[src/rtl/alu_multicycle_exec.sv]
// Execute-stage ALU: single-cycle ops plus an iterative 1-bit/cycle shifter behind a valid/ready/done handshake.
// Define ALU_SHIFT_FAST_EN to replace the iterative shifter with a combinational barrel shifter.
module alu_multicycle_exec #(
   parameter int DATA_WIDTH = 32
) (
   input  logic                  clk,
   input  logic                  reset,
   input  logic                  valid_i,
   input  logic [3:0]            ALU_Operation_i,
   input  logic [DATA_WIDTH-1:0] A_i,
   input  logic [DATA_WIDTH-1:0] B_i,
   output logic                  ready_o,
   output logic                  done_o,
   output logic [DATA_WIDTH-1:0] result_o,
   output logic                  zero_o,
   output logic                  branch_taken_o
);

   localparam int SW = $clog2(DATA_WIDTH);

   typedef enum logic [1:0] {S_IDLE, S_SHIFT, S_DONE} state_t;

   state_t                r_state;
   state_t                w_next;
   logic [DATA_WIDTH-1:0] r_result;
   logic                  r_zero;
   logic                  r_taken;
   logic [DATA_WIDTH-1:0] r_shreg;
   logic [SW-1:0]         r_cnt;
   logic                  r_left;

   logic                  w_accept;
   logic                  w_is_shift;
   logic                  w_iter;
   logic [SW-1:0]         w_shamt;
   logic [DATA_WIDTH-1:0] w_res;
   logic                  w_taken;
   logic [DATA_WIDTH-1:0] w_sum;
   logic [DATA_WIDTH-1:0] w_diff;
   logic [DATA_WIDTH-1:0] w_shnext;

   assign w_accept   = valid_i && (r_state != S_SHIFT);
   assign w_shamt    = B_i[SW-1:0];
   assign w_is_shift = (ALU_Operation_i == 4'b0101) || (ALU_Operation_i == 4'b0111);
   assign w_sum      = A_i + B_i;
   assign w_diff     = A_i - B_i;
   assign w_shnext   = r_left ? (r_shreg << 1) : (r_shreg >> 1);

`ifdef ALU_SHIFT_FAST_EN
   assign w_iter = 1'b0;
`else
   assign w_iter = w_is_shift && (w_shamt != '0);
`endif

   always_comb begin
      w_res   = '0;
      w_taken = 1'b0;
      case (ALU_Operation_i)
         4'b0000: w_res = w_sum;
         4'b0001: w_res = w_diff;
         4'b0010: w_res = A_i ^ B_i;
         4'b0011: w_res = A_i | B_i;
         4'b1000: w_res = A_i | B_i;
         4'b0100: w_res = A_i & B_i;
`ifdef ALU_SHIFT_FAST_EN
         4'b0101: w_res = A_i << w_shamt;
         4'b0111: w_res = A_i >> w_shamt;
`else
         // Only the zero-shift case completes here; nonzero shifts run in S_SHIFT.
         4'b0101: w_res = A_i;
         4'b0111: w_res = A_i;
`endif
         4'b1101: w_res = w_sum;
         4'b1100: w_res = w_sum;
         4'b1001: w_res = B_i;
         4'b1010: w_res = w_sum & ~DATA_WIDTH'(1);
         4'b1011: begin
            w_res   = w_diff;
            w_taken = (A_i == B_i);
         end
         4'b1110: begin
            w_res   = w_diff;
            w_taken = (A_i != B_i);
         end
         4'b1111: begin
            w_res   = w_diff;
            w_taken = ($signed(A_i) < $signed(B_i));
         end
         default: begin
            w_res   = '0;
            w_taken = 1'b0;
         end
      endcase
   end

   always_comb begin
      w_next = r_state;
      case (r_state)
         S_IDLE, S_DONE: begin
            if (w_accept) w_next = w_iter ? S_SHIFT : S_DONE;
            else          w_next = S_IDLE;
         end
         S_SHIFT: begin
            if (r_cnt == SW'(1)) w_next = S_DONE;
         end
         default: w_next = S_IDLE;
      endcase
   end

   always_ff @(posedge clk or posedge reset) begin
      if (reset) r_state <= S_IDLE;
      else       r_state <= w_next;
   end

   always_ff @(posedge clk or posedge reset) begin
      if (reset) begin
         r_result <= '0;
         r_zero   <= 1'b1;
         r_taken  <= 1'b0;
         r_shreg  <= '0;
         r_cnt    <= '0;
         r_left   <= 1'b0;
      end else if (w_accept && !w_iter) begin
         r_result <= w_res;
         r_zero   <= (w_res == '0);
         r_taken  <= w_taken;
      end else if (w_accept) begin
         r_shreg <= A_i;
         r_cnt   <= w_shamt;
         r_left  <= (ALU_Operation_i == 4'b0101);
      end else if (r_state == S_SHIFT) begin
         r_shreg <= w_shnext;
         r_cnt   <= r_cnt - SW'(1);
         if (r_cnt == SW'(1)) begin
            r_result <= w_shnext;
            r_zero   <= (w_shnext == '0);
            r_taken  <= 1'b0;
         end
      end
   end

   assign ready_o        = (r_state != S_SHIFT);
   assign done_o         = (r_state == S_DONE);
   assign result_o       = r_result;
   assign zero_o         = r_zero;
   assign branch_taken_o = r_taken;

endmodule

[config.mk]
export PLATFORM = sky130hd
export DESIGN_NAME = alu_multicycle_exec
export DESIGN_NICKNAME = d
export VERILOG_FILES = /design/src/rtl/alu_multicycle_exec.sv
export SDC_FILE = /design/constraint.sdc
export NUM_CORES = 1
export LEC_CHECK = 0
export BUFFER_PORTS_ARGS = -buffer_cell sky130_fd_sc_hd__buf_2
export CAP_MARGIN = 20
export CORE_ASPECT_RATIO = 1.75
export CORE_UTILIZATION = 40
export DETAILED_ROUTE_END_ITERATION = 8
export GPL_TIMING_DRIVEN = 0
export PLACE_DENSITY = 0.63
export SETUP_SLACK_MARGIN = 0.3
export SLEW_MARGIN = 20
export SYNTH_ARGS = -nofsm -noshare
export SYNTH_HDL_FRONTEND = slang
export SYNTH_SLANG_ARGS = --single-unit
[constraint.sdc]
create_clock -name clk -period 3.5 [get_ports clk]
set_input_delay 0.35 -clock clk [delete_from_list [all_inputs] [get_ports clk]]
set_output_delay 0.35 -clock clk [all_outputs]
set_load 0.1 [all_outputs]
[Yosys cells after proc, flatten, opt, wreduce, memory -nomap -nowiden]
Cells that the tools add are included.
Cells by class
  shift operators: 0
  bitwise operators: 4
  order comparisons: 1
  $add $sub $neg: 3
  multiplexer cells: 23
  reduce and logical (&&, ||, !) cells: 21
  equal/unequal tests: 22
  divide/modulo/power cells: 0
  $mul: 0
Operators with widths (count)
  32-bit one-hot mux with 8 select lines: 1
  32-bit 2-to-1 mux: 7
  32-bit zero test: 2
  32-bit adder: 1
  32-bit bitwise AND: 1
  32-bit equality test: 1
  4-bit equality test (second input constant): 8
  32-bit less-than comparator: 1
  32-bit inequality test: 1
  32-bit bitwise OR: 1
  32-bit subtractor: 1
  32-bit bitwise XOR: 1
  4-bit by 3-bit equality test with 1-bit output (second input constant): 3
  5-bit 2-to-1 mux: 2
  4-bit by 2-bit equality test with 1-bit output (second input constant): 2
  1-bit 2-to-1 mux: 8
  2-bit 2-to-1 mux: 3
  2-bit nonzero test: 3
  2-bit OR reduction: 3
  5-bit by 1-bit equality test with 1-bit output (second input constant): 1
  5-bit nonzero test: 1
  5-bit by 1-bit subtractor with 5-bit output (second input constant): 1
  4-bit by 1-bit equality test with 1-bit output (second input constant): 1
  4-bit zero test: 1
  other kinds (15): 19
Storage, ports and cells
  output and inout port bits: 36
  memories kept: 0
  bits in writable memories: 0
  bits in registers: 74
  memory bits (read-only): 0
  bits in latches: 0

[Logic depth before layout (Yosys ltp)]
Gate-level depths: netlist of the first run.
  word-level depth: 7
  mapped depth: 15
  depth with buffers taken out: 15

[Worst setup path after synthesis of the first run]
No wires, ideal clock.
  path type: input to register
  start point: input A_i[13]
  end point: register r_zero (netlist: zero_o)
  stages: 13
  arrival time: 3229 ps
  required time: 3421 ps
  path slack: 192 ps
  library setup time: 79 ps
  cells stage by stage: inv_1 ha_1 or4_1 nor3b_1 a211oi_2 o31ai_1 a2111oi_2 a2bb2oi_2 a21oi_1 or4_1 a31oi_2 a2111oi_2 a41o_1
Between the ends
  cells in the longest elaborated chain, start to end: 4
  elaborated cells between the ends (all ways): 8
RTL lines
  start: declaration: RTL line 10  | input logic [DATA_WIDTH-1:0] A_i,
  32-bit subtractor (tied with other cells): RTL line 46  | assign w_diff = A_i - B_i;
  32-bit one-hot mux with 8 select lines *: RTL line 58  | case (ALU_Operation_i)
  32-bit zero test *: RTL line 125  | r_zero <= (w_res == '0);
  1-bit 2-to-1 mux *: RTL line 123  | end else if (w_accept && !w_iter) begin
  end signal: assignment: RTL line 125
  end signal: assignment: RTL line 136  | r_zero <= (w_shnext == '0);
  end: declaration: RTL line 26  | logic r_zero;
Mark *: on every way between the ends. The rest lies on a longest branch, timed or not.
A chain may end at the register's enable or synchronous reset.

[Worst setup path in the final report of the first run]
  start point: input ALU_Operation_i[1]
  end point: register r_zero (netlist: zero_o)
Between the ends
  cells in the longest elaborated chain, start to end: 7
  elaborated cells between the ends (all ways): 30
RTL lines
  start: declaration: RTL line 9  | input logic [3:0] ALU_Operation_i,
  parallel branches: the longest is 7 deep, another holds 32-bit one-hot mux with 8 select lines
Several ways; the timed one is not identified.

==> impl_metrics.py, run 1 <==
metrics = {
    "outcome": {
        "status": "finished clean",
    },
    "synthesis": {
        "synth_most_common_cell": "a21oi_1",
        "synth_flop_cell": "dfrtp_1",
        "netlist_top_cells_count": "a21oi_1, nor2_1, nand2_1, ha_1, inv_1",
        "synth_cell_types": 82,
        "yosysWarnings": 0,
        "yosysSeqAreaShare": 0.194,
        "syn-cell-area_um2": 9550,
        "syn_inst": 1292,
        "synth_area_leaders": "dfrtp_1, ha_1, a21oi_1",
        "synth.avg_cell_area_um2": 7.39,
        "async_flop_share": 1.00,
        "synth-seq-cells": 74,
        "syn-num-nets": 1470,
        "synth_edf_count": 0,
        "synth_top_area_frac": 0.191,
        "synth_top_cell_by_area": "dfrtp_1",
    },
    "timing": {
        "fin_skew_ps": 5.96,
        "tightest_slew_ps": 1040,
        "fin_tns_setup_ps": 0,
        "slew_violations": 0,
        "rsz0062_at_grt": "yes",
        "fin_ws_ps": 77.0,
        "finalCriticalPeriod_ps": 3420,
        "fin_crit_sh": 0.978,
        "final-setup-viol-count": 0,
        "maxSlewHeadroom": 0.303,
        "finalHoldViolations": 0,
        "max_freq_mhz": 292,
        "holdWs_ps": 33.7,
    },
    "worst_setup_path": {
        "crit_slowest_cell": "clkbuf_2",
        "cpPeakStageDelay_ps": 420,
        "cp_data_arrival_time_ps": 3720,
        "r2r_setup_slack_ps": 220,
        "critical_path_class": "input pin to flop",
        "reg2reg_depth": 8,
        "path_delay_family": "buffers and inverters",
        "path_max_fanout": 10,
        "cp-start-kind": "input pin",
        "crit_buf_inv": 5,
        "reg2reg_from": "r_left",
        "critPathCaptureType": "flop",
        "r2r-end": "zero_o",
        "cp_cell_sequence": "buf_2 -> buf_2 -> nor2_1 -> a21oi_2 -> clkbuf_2 -> clkbuf_4 -> nor2_1 -> nor3_2 -> o2111ai_2 -> buf_4 -> a31oi_1 -> o22a_2 -> and4_1 -> a41o_1",
        "crit_required_ps": 3790,
    },
    "cells_and_area": {
        "layout-drive-gt1-share": 0.229,
        "final_util": 0.507,
        "syn_to_final_growth_pct": 24.4,
        "nets": 1609,
        "diodes": 0,
    },
    "floorplan": {
        "core_um2": 23400,
        "placementRows": 74,
        "fp.dieW_um": 119,
        "dieArea_um2": 24500,
        "start_util": 0.408,
        "io_pins": 107,
        "die_h_um": 206,
    },
    "detailed_routing": {
        "dr.pass1.iters": 9,
        "drtIter0Drc": 1105,
        "vias": 11300,
        "drc_errors": 0,
        "wl_per_cell_um": 25.3,
        "ant_nets": 0,
        "vias_per_cell": 6.50,
        "wirelength_um": 44000,
    },
    "clock_tree": {
        "clkTransAtPathRegs_ps": 60,
        "cts_tree": "built",
        "worstSkewPairLatency_ps": 350,
        "cts_inserted_buffers": 9,
        "cts_sinks": 74,
        "clockBufferDepth": 2,
        "cts_root_buf": "clkbuf_16",
        "htreeDepth": 3,
        "hold_buffers": 0,
    },
    "place": {
        "io_buffer_count": 105,
        "preCtsSetupSlack_ps": -1110,
        "gp_congestion": 1.01,
        "dpl.hpwl_um": 34700,
    },
    "global_route": {
        "grt_max_degree": 39,
        "antenna_found_initial": 1,
        "grt_pass1_wl_um": 66100,
        "track_usage": 0.360,
        "grt-ovfl-total": 0,
        "grt_pass1_vias": 11300,
    },
    "power_and_ir_drop": {
        "vdd_ir_drop_max_mv": 0.291,
        "finalPower_mw": 5.69,
        "power-per-cell-area_nw_per_um2": 479,
        "p_leak_nw": 5.12,
    },
    "flow_run": {
        "max_cap_viol_count": 0,
    },
    "worst_hold_path": {
        "min_path_type": "input pin to async pin",
    },
}
## repair_timing
item,CTS,global route
setup buffers,11,10
setup endpoints to repair,20,54
resized for setup,155,92
pin swaps,28,36
## layout make-up
type                            count  area (um2)
Clock inverter                      6        58.8
Buffer                             93         449
Clock buffer                       10         229
Tap cell                          304         380
Multi-Input combinational cell   1027        7750
Sequential cell                    74        1850
Timing Repair Buffer              128         776
Inverter                           98         385
Fill cell                        2401       11500
## routing by layer
metal	share of wire	track usage	routed length (um)
met1	0.36	0.386	15700
met5	0	0	0
met2	0.51	0.651	22300
met4	0.077	0.277	3410
met3	0.058	0.0345	2550
## power breakdown
part           internal (mW)  leakage (nW)  switching, mW
registers               1.17         0.835          0.287
clock network          0.548         0.146          0.369
logic                  0.956          4.14           2.37
total                   2.67          5.12           3.02
## worst max-delay path by stage
stage / slack (ps) / end / start / cells after the start
3_3_place_gp: -1310 / zero_o / ALU_Operation_i[1] / 13
6_report: 80 / zero_o / ALU_Operation_i[1] / 14
3_5_place_dp: -1110 / zero_o / A_i[8] / 15
5_1_grt: 4 / zero_o / A_i[7] / 15
4_1_cts: 100 / zero_o / B_i[2] / 15
2_1_floorplan: 210 / zero_o / A_i[13] / 13
## flip-flops by register name, summed over array words and instances (netlist names)
| name | count |
|---|---|
| r_cnt | 5 |
| r_shreg | 32 |
| result_o | 32 |
| zero_o | 1 |
| branch_taken_o | 1 |
| r_left | 1 |
| r_state | 2 |
## kinds of logic after synthesis
| kind of cell | count (synthesis) | synth area share |
|---|---|---|
| fa+ha+maj | 107 | 0.142 |
| simple gates | 385 | 0.189 |
| mux | 38 | 0.0400 |
| flops | 74 | 0.194 |
| compound gates | 489 | 0.352 |
| xor+xnor | 8 | 0.00734 |
| buf+inv | 191 | 0.0765 |
## stage by stage
stage | area, um2 | cells
after CTS | 11500 | 1730
after global routing | 11900 | 1740
after floorplan | 9550 | 1292
after global placement | 10500 | 1701
after detailed placement | 10500 | 1703
final | 11900 | 1740
## layout by cell type, fill, tap and decap left out, drive strengths merged, types with 10 or more instances in the layout
cell type / count
nor2: 124
o31ai: 16
clkbuf: 86
mux2i: 37
dfrtp: 73
a211oi: 19
buf: 145
a222oi: 14
a21o: 15
nor3: 20
a22oi: 19
nor2b: 15
a31oi: 15
nand3: 28
inv: 97
nand2: 116
ha: 105
o211ai: 22
nor4: 16
nand4: 16
a21oi: 135
o21ai: 90
o21bai: 10
a221o: 17
o221ai: 24
(Power assumes the default switching activity.)
==> run 2: changes to the inputs <==
--- a/config.mk
+++ b/config.mk
@@ -6,11 +6,13 @@
 export NUM_CORES = 1
 export LEC_CHECK = 0
 export BUFFER_PORTS_ARGS = -buffer_cell sky130_fd_sc_hd__buf_2
-export CAP_MARGIN = 20
+export CAP_MARGIN = 10
 export CORE_ASPECT_RATIO = 1.75
 export CORE_UTILIZATION = 40
+export CTS_BUF_LIST = sky130_fd_sc_hd__clkbuf_4
 export DETAILED_ROUTE_END_ITERATION = 8
 export GPL_TIMING_DRIVEN = 0
+export HOLD_SLACK_MARGIN = 0.08
 export PLACE_DENSITY = 0.63
 export SETUP_SLACK_MARGIN = 0.3
 export SLEW_MARGIN = 20
==> run 2 against run 1 <==
Against the previous run:
- power shrank 6.3%
- routed wire length is 0.14% higher
- design area shrank 0.91%
- via count increased by 0.53%
- clock skew rose by 7.5 ps
- clock-buffer cell count did not move
- clock power fell by 40%
==> impl_metrics.py, run 2 (synthesis gave the netlist of run 1 again) <==
metrics = {
    "timing": {
        "max_freq_mhz": 303,
        "final-setup-viol-count": 0,
        "slew_violations": 0,
        "finalHoldViolations": 0,
        "finalCriticalPeriod_ps": 3300,
        "tightest_slew_ps": 1010,
        "fin_skew_ps": 13.5,
        "fin_crit_sh": 0.944,
        "holdWs_ps": 173,
        "maxSlewHeadroom": 0.327,
        "fin_ws_ps": 197,
        "rsz0062_at_grt": "yes",
    },
    "detailed_routing": {
        "wl_per_cell_um": 25.3,
        "drc_errors": 0,
        "vias_per_cell": 6.52,
        "wirelength_um": 44100,
        "drtIter0Drc": 920,
        "ant_nets": 0,
        "dr.pass1.iters": 8,
        "vias": 11400,
    },
    "clock_tree": {
        "clkTransAtPathRegs_ps": 120,
        "clockBufferDepth": 2,
        "htreeDepth": 3,
        "cts_sinks": 74,
        "worstSkewPairLatency_ps": 470,
        "cts_root_buf": "clkbuf_4",
        "cts_tree": "built",
        "cts_inserted_buffers": 9,
    },
    "cells_and_area": {
        "stdcell_count": 1744,
        "nets": 1612,
        "syn_to_final_growth_pct": 23.3,
        "final_util": 0.503,
        "final_common_cell": "nor2_1",
        "layout-drive-gt1-share": 0.232,
        "regArea_um2": 1850,
        "nFillCells": 2419,
        "multi_input_area_um2": 7780,
        "final_cell_mix": "nor2_1, a21oi_1, nand2_1, buf_2, ha_1",
    },
    "global_route": {
        "antenna_found_initial": 2,
        "grt_max_degree": 39,
        "grt_pass1_vias": 11300,
        "grt-ovfl-total": 0,
        "track_usage": 0.359,
        "grt_pass1_wl_um": 65800,
    },
    "worst_hold_path": {
        "min_path_type": "input pin to flop",
        "hold_depth": 3,
        "min_to": "r_shreg[0]",
        "min-delay-start": "A_i[0]",
    },
    "floorplan": {
        "start_util": 0.408,
        "fp.dieW_um": 119,
        "core_um2": 23400,
        "io_pins": 107,
        "dieArea_um2": 24500,
        "die_h_um": 206,
        "placementRows": 74,
    },
    "worst_setup_path": {
        "critPathCaptureType": "flop",
        "reg2reg_depth": 8,
        "cpPeakStageDelay_ps": 410,
        "path_max_fanout": 10,
        "crit_slowest_cell": "nor3_1",
        "crit_required_ps": 3920,
        "cpMostUsedCell": "and4_1",
        "cp_data_arrival_time_ps": 3720,
        "r2r-end": "zero_o",
        "reg2reg_from": "r_left",
        "r2r_setup_slack_ps": 330,
        "cp-start-kind": "input pin",
        "cp_cell_sequence": "buf_6 -> inv_2 -> ha_4 -> clkbuf_1 -> nand2_1 -> nor3_1 -> o211ai_1 -> a21oi_4 -> a31oi_1 -> o22a_1 -> a22o_1 -> and4_1 -> and4_1 -> a41o_1",
        "critical_path_class": "input pin to flop",
    },
    "place": {
        "preCtsSetupSlack_ps": -1110,
        "gp_congestion": 1.01,
        "placed_cells": 1703,
        "dpl.hpwl_um": 34700,
        "io_buffer_count": 105,
    },
    "power_and_ir_drop": {
        "vdd_ir_drop_max_mv": 0.210,
        "finalPower_mw": 5.33,
        "power-per-cell-area_nw_per_um2": 453,
        "p_leak_nw": 5.07,
    },
    "outcome": {
        "status": "finished clean",
    },
    "flow_run": {
        "max_cap_viol_count": 0,
    },
}
[run 2: power breakdown]
group | internal, mW | total [mW] | switching [mW] | leakage (nW)
Sequential | 1.16 | 1.45 | 0.286 | 0.835
Clock | 0.222 | 0.549 | 0.327 | 0.0799
Combinational | 0.963 | 3.34 | 2.37 | 4.15
Total | 2.35 | 5.33 | 2.99 | 5.07
[run 2: layout make-up]
cell class | instances | share of cell area
multi-input cells | 1027 | 0.661
flip-flops and latches | 74 | 0.157
repair buffers | 131 | 0.0675
plain buffers | 93 | 0.0377
inverters | 98 | 0.0323
well taps | 304 | 0.0323
clock buffers | 10 | 0.00638
clock inverters | 6 | 0.00499
diodes | 1 | 0.000213
[run 2: per-stage QoR]
stage	TNS, ps	area, um2
3_3_place_gp	-13630	10500
5_1_grt	0	11800
6_report	0	11800
2_1_floorplan	0	9550
3_5_place_dp	-10860	10500
4_1_cts	0	11300
[run 2: what timing repair did]
| action | CTS | global route |
|---|---|---|
| resized for setup | 149 | 94 |
| buffers inserted | 9 | 14 |
| setup endpoints to repair | 20 | 16 |
| hold endpoints to repair | 37 | 0 |
| hold buffers | 1 | 0 |
| pin swaps | 24 | 37 |
[run 2: how the worst max path moves through the flow]
stage	slack [ps]	cells past startpoint	startpoint	to
after floorplan	210	13	A_i[13]	zero_o
after global placement	-1310	13	ALU_Operation_i[1]	zero_o
after detailed placement	-1110	15	A_i[8]	zero_o
after CTS	230	14	B_i[14]	zero_o
after global routing	160	13	ALU_Operation_i[1]	zero_o
final	200	14	A_i[13]	zero_o
[run 2: worst max-delay path, delay by kind of cell]
kind | cells | cell delay [ps]
adders and majority gates | 1 | 270
and+or+nand+nor | 4 | 1040
buffers and inverters | 3 | 520
AOI/OAI and AO/OA | 6 | 1550
[run 2: layer usage]
metal / vias to the layer above / global-route usage / wire [um]
met5: - / 0 / 0
met1: 5456 / 0.384 / 15500
li1: 5090 / - / -
met4: 0 / 0.271 / 3430
met3: 194 / 0.0339 / 2960
met2: 630 / 0.650 / 22200
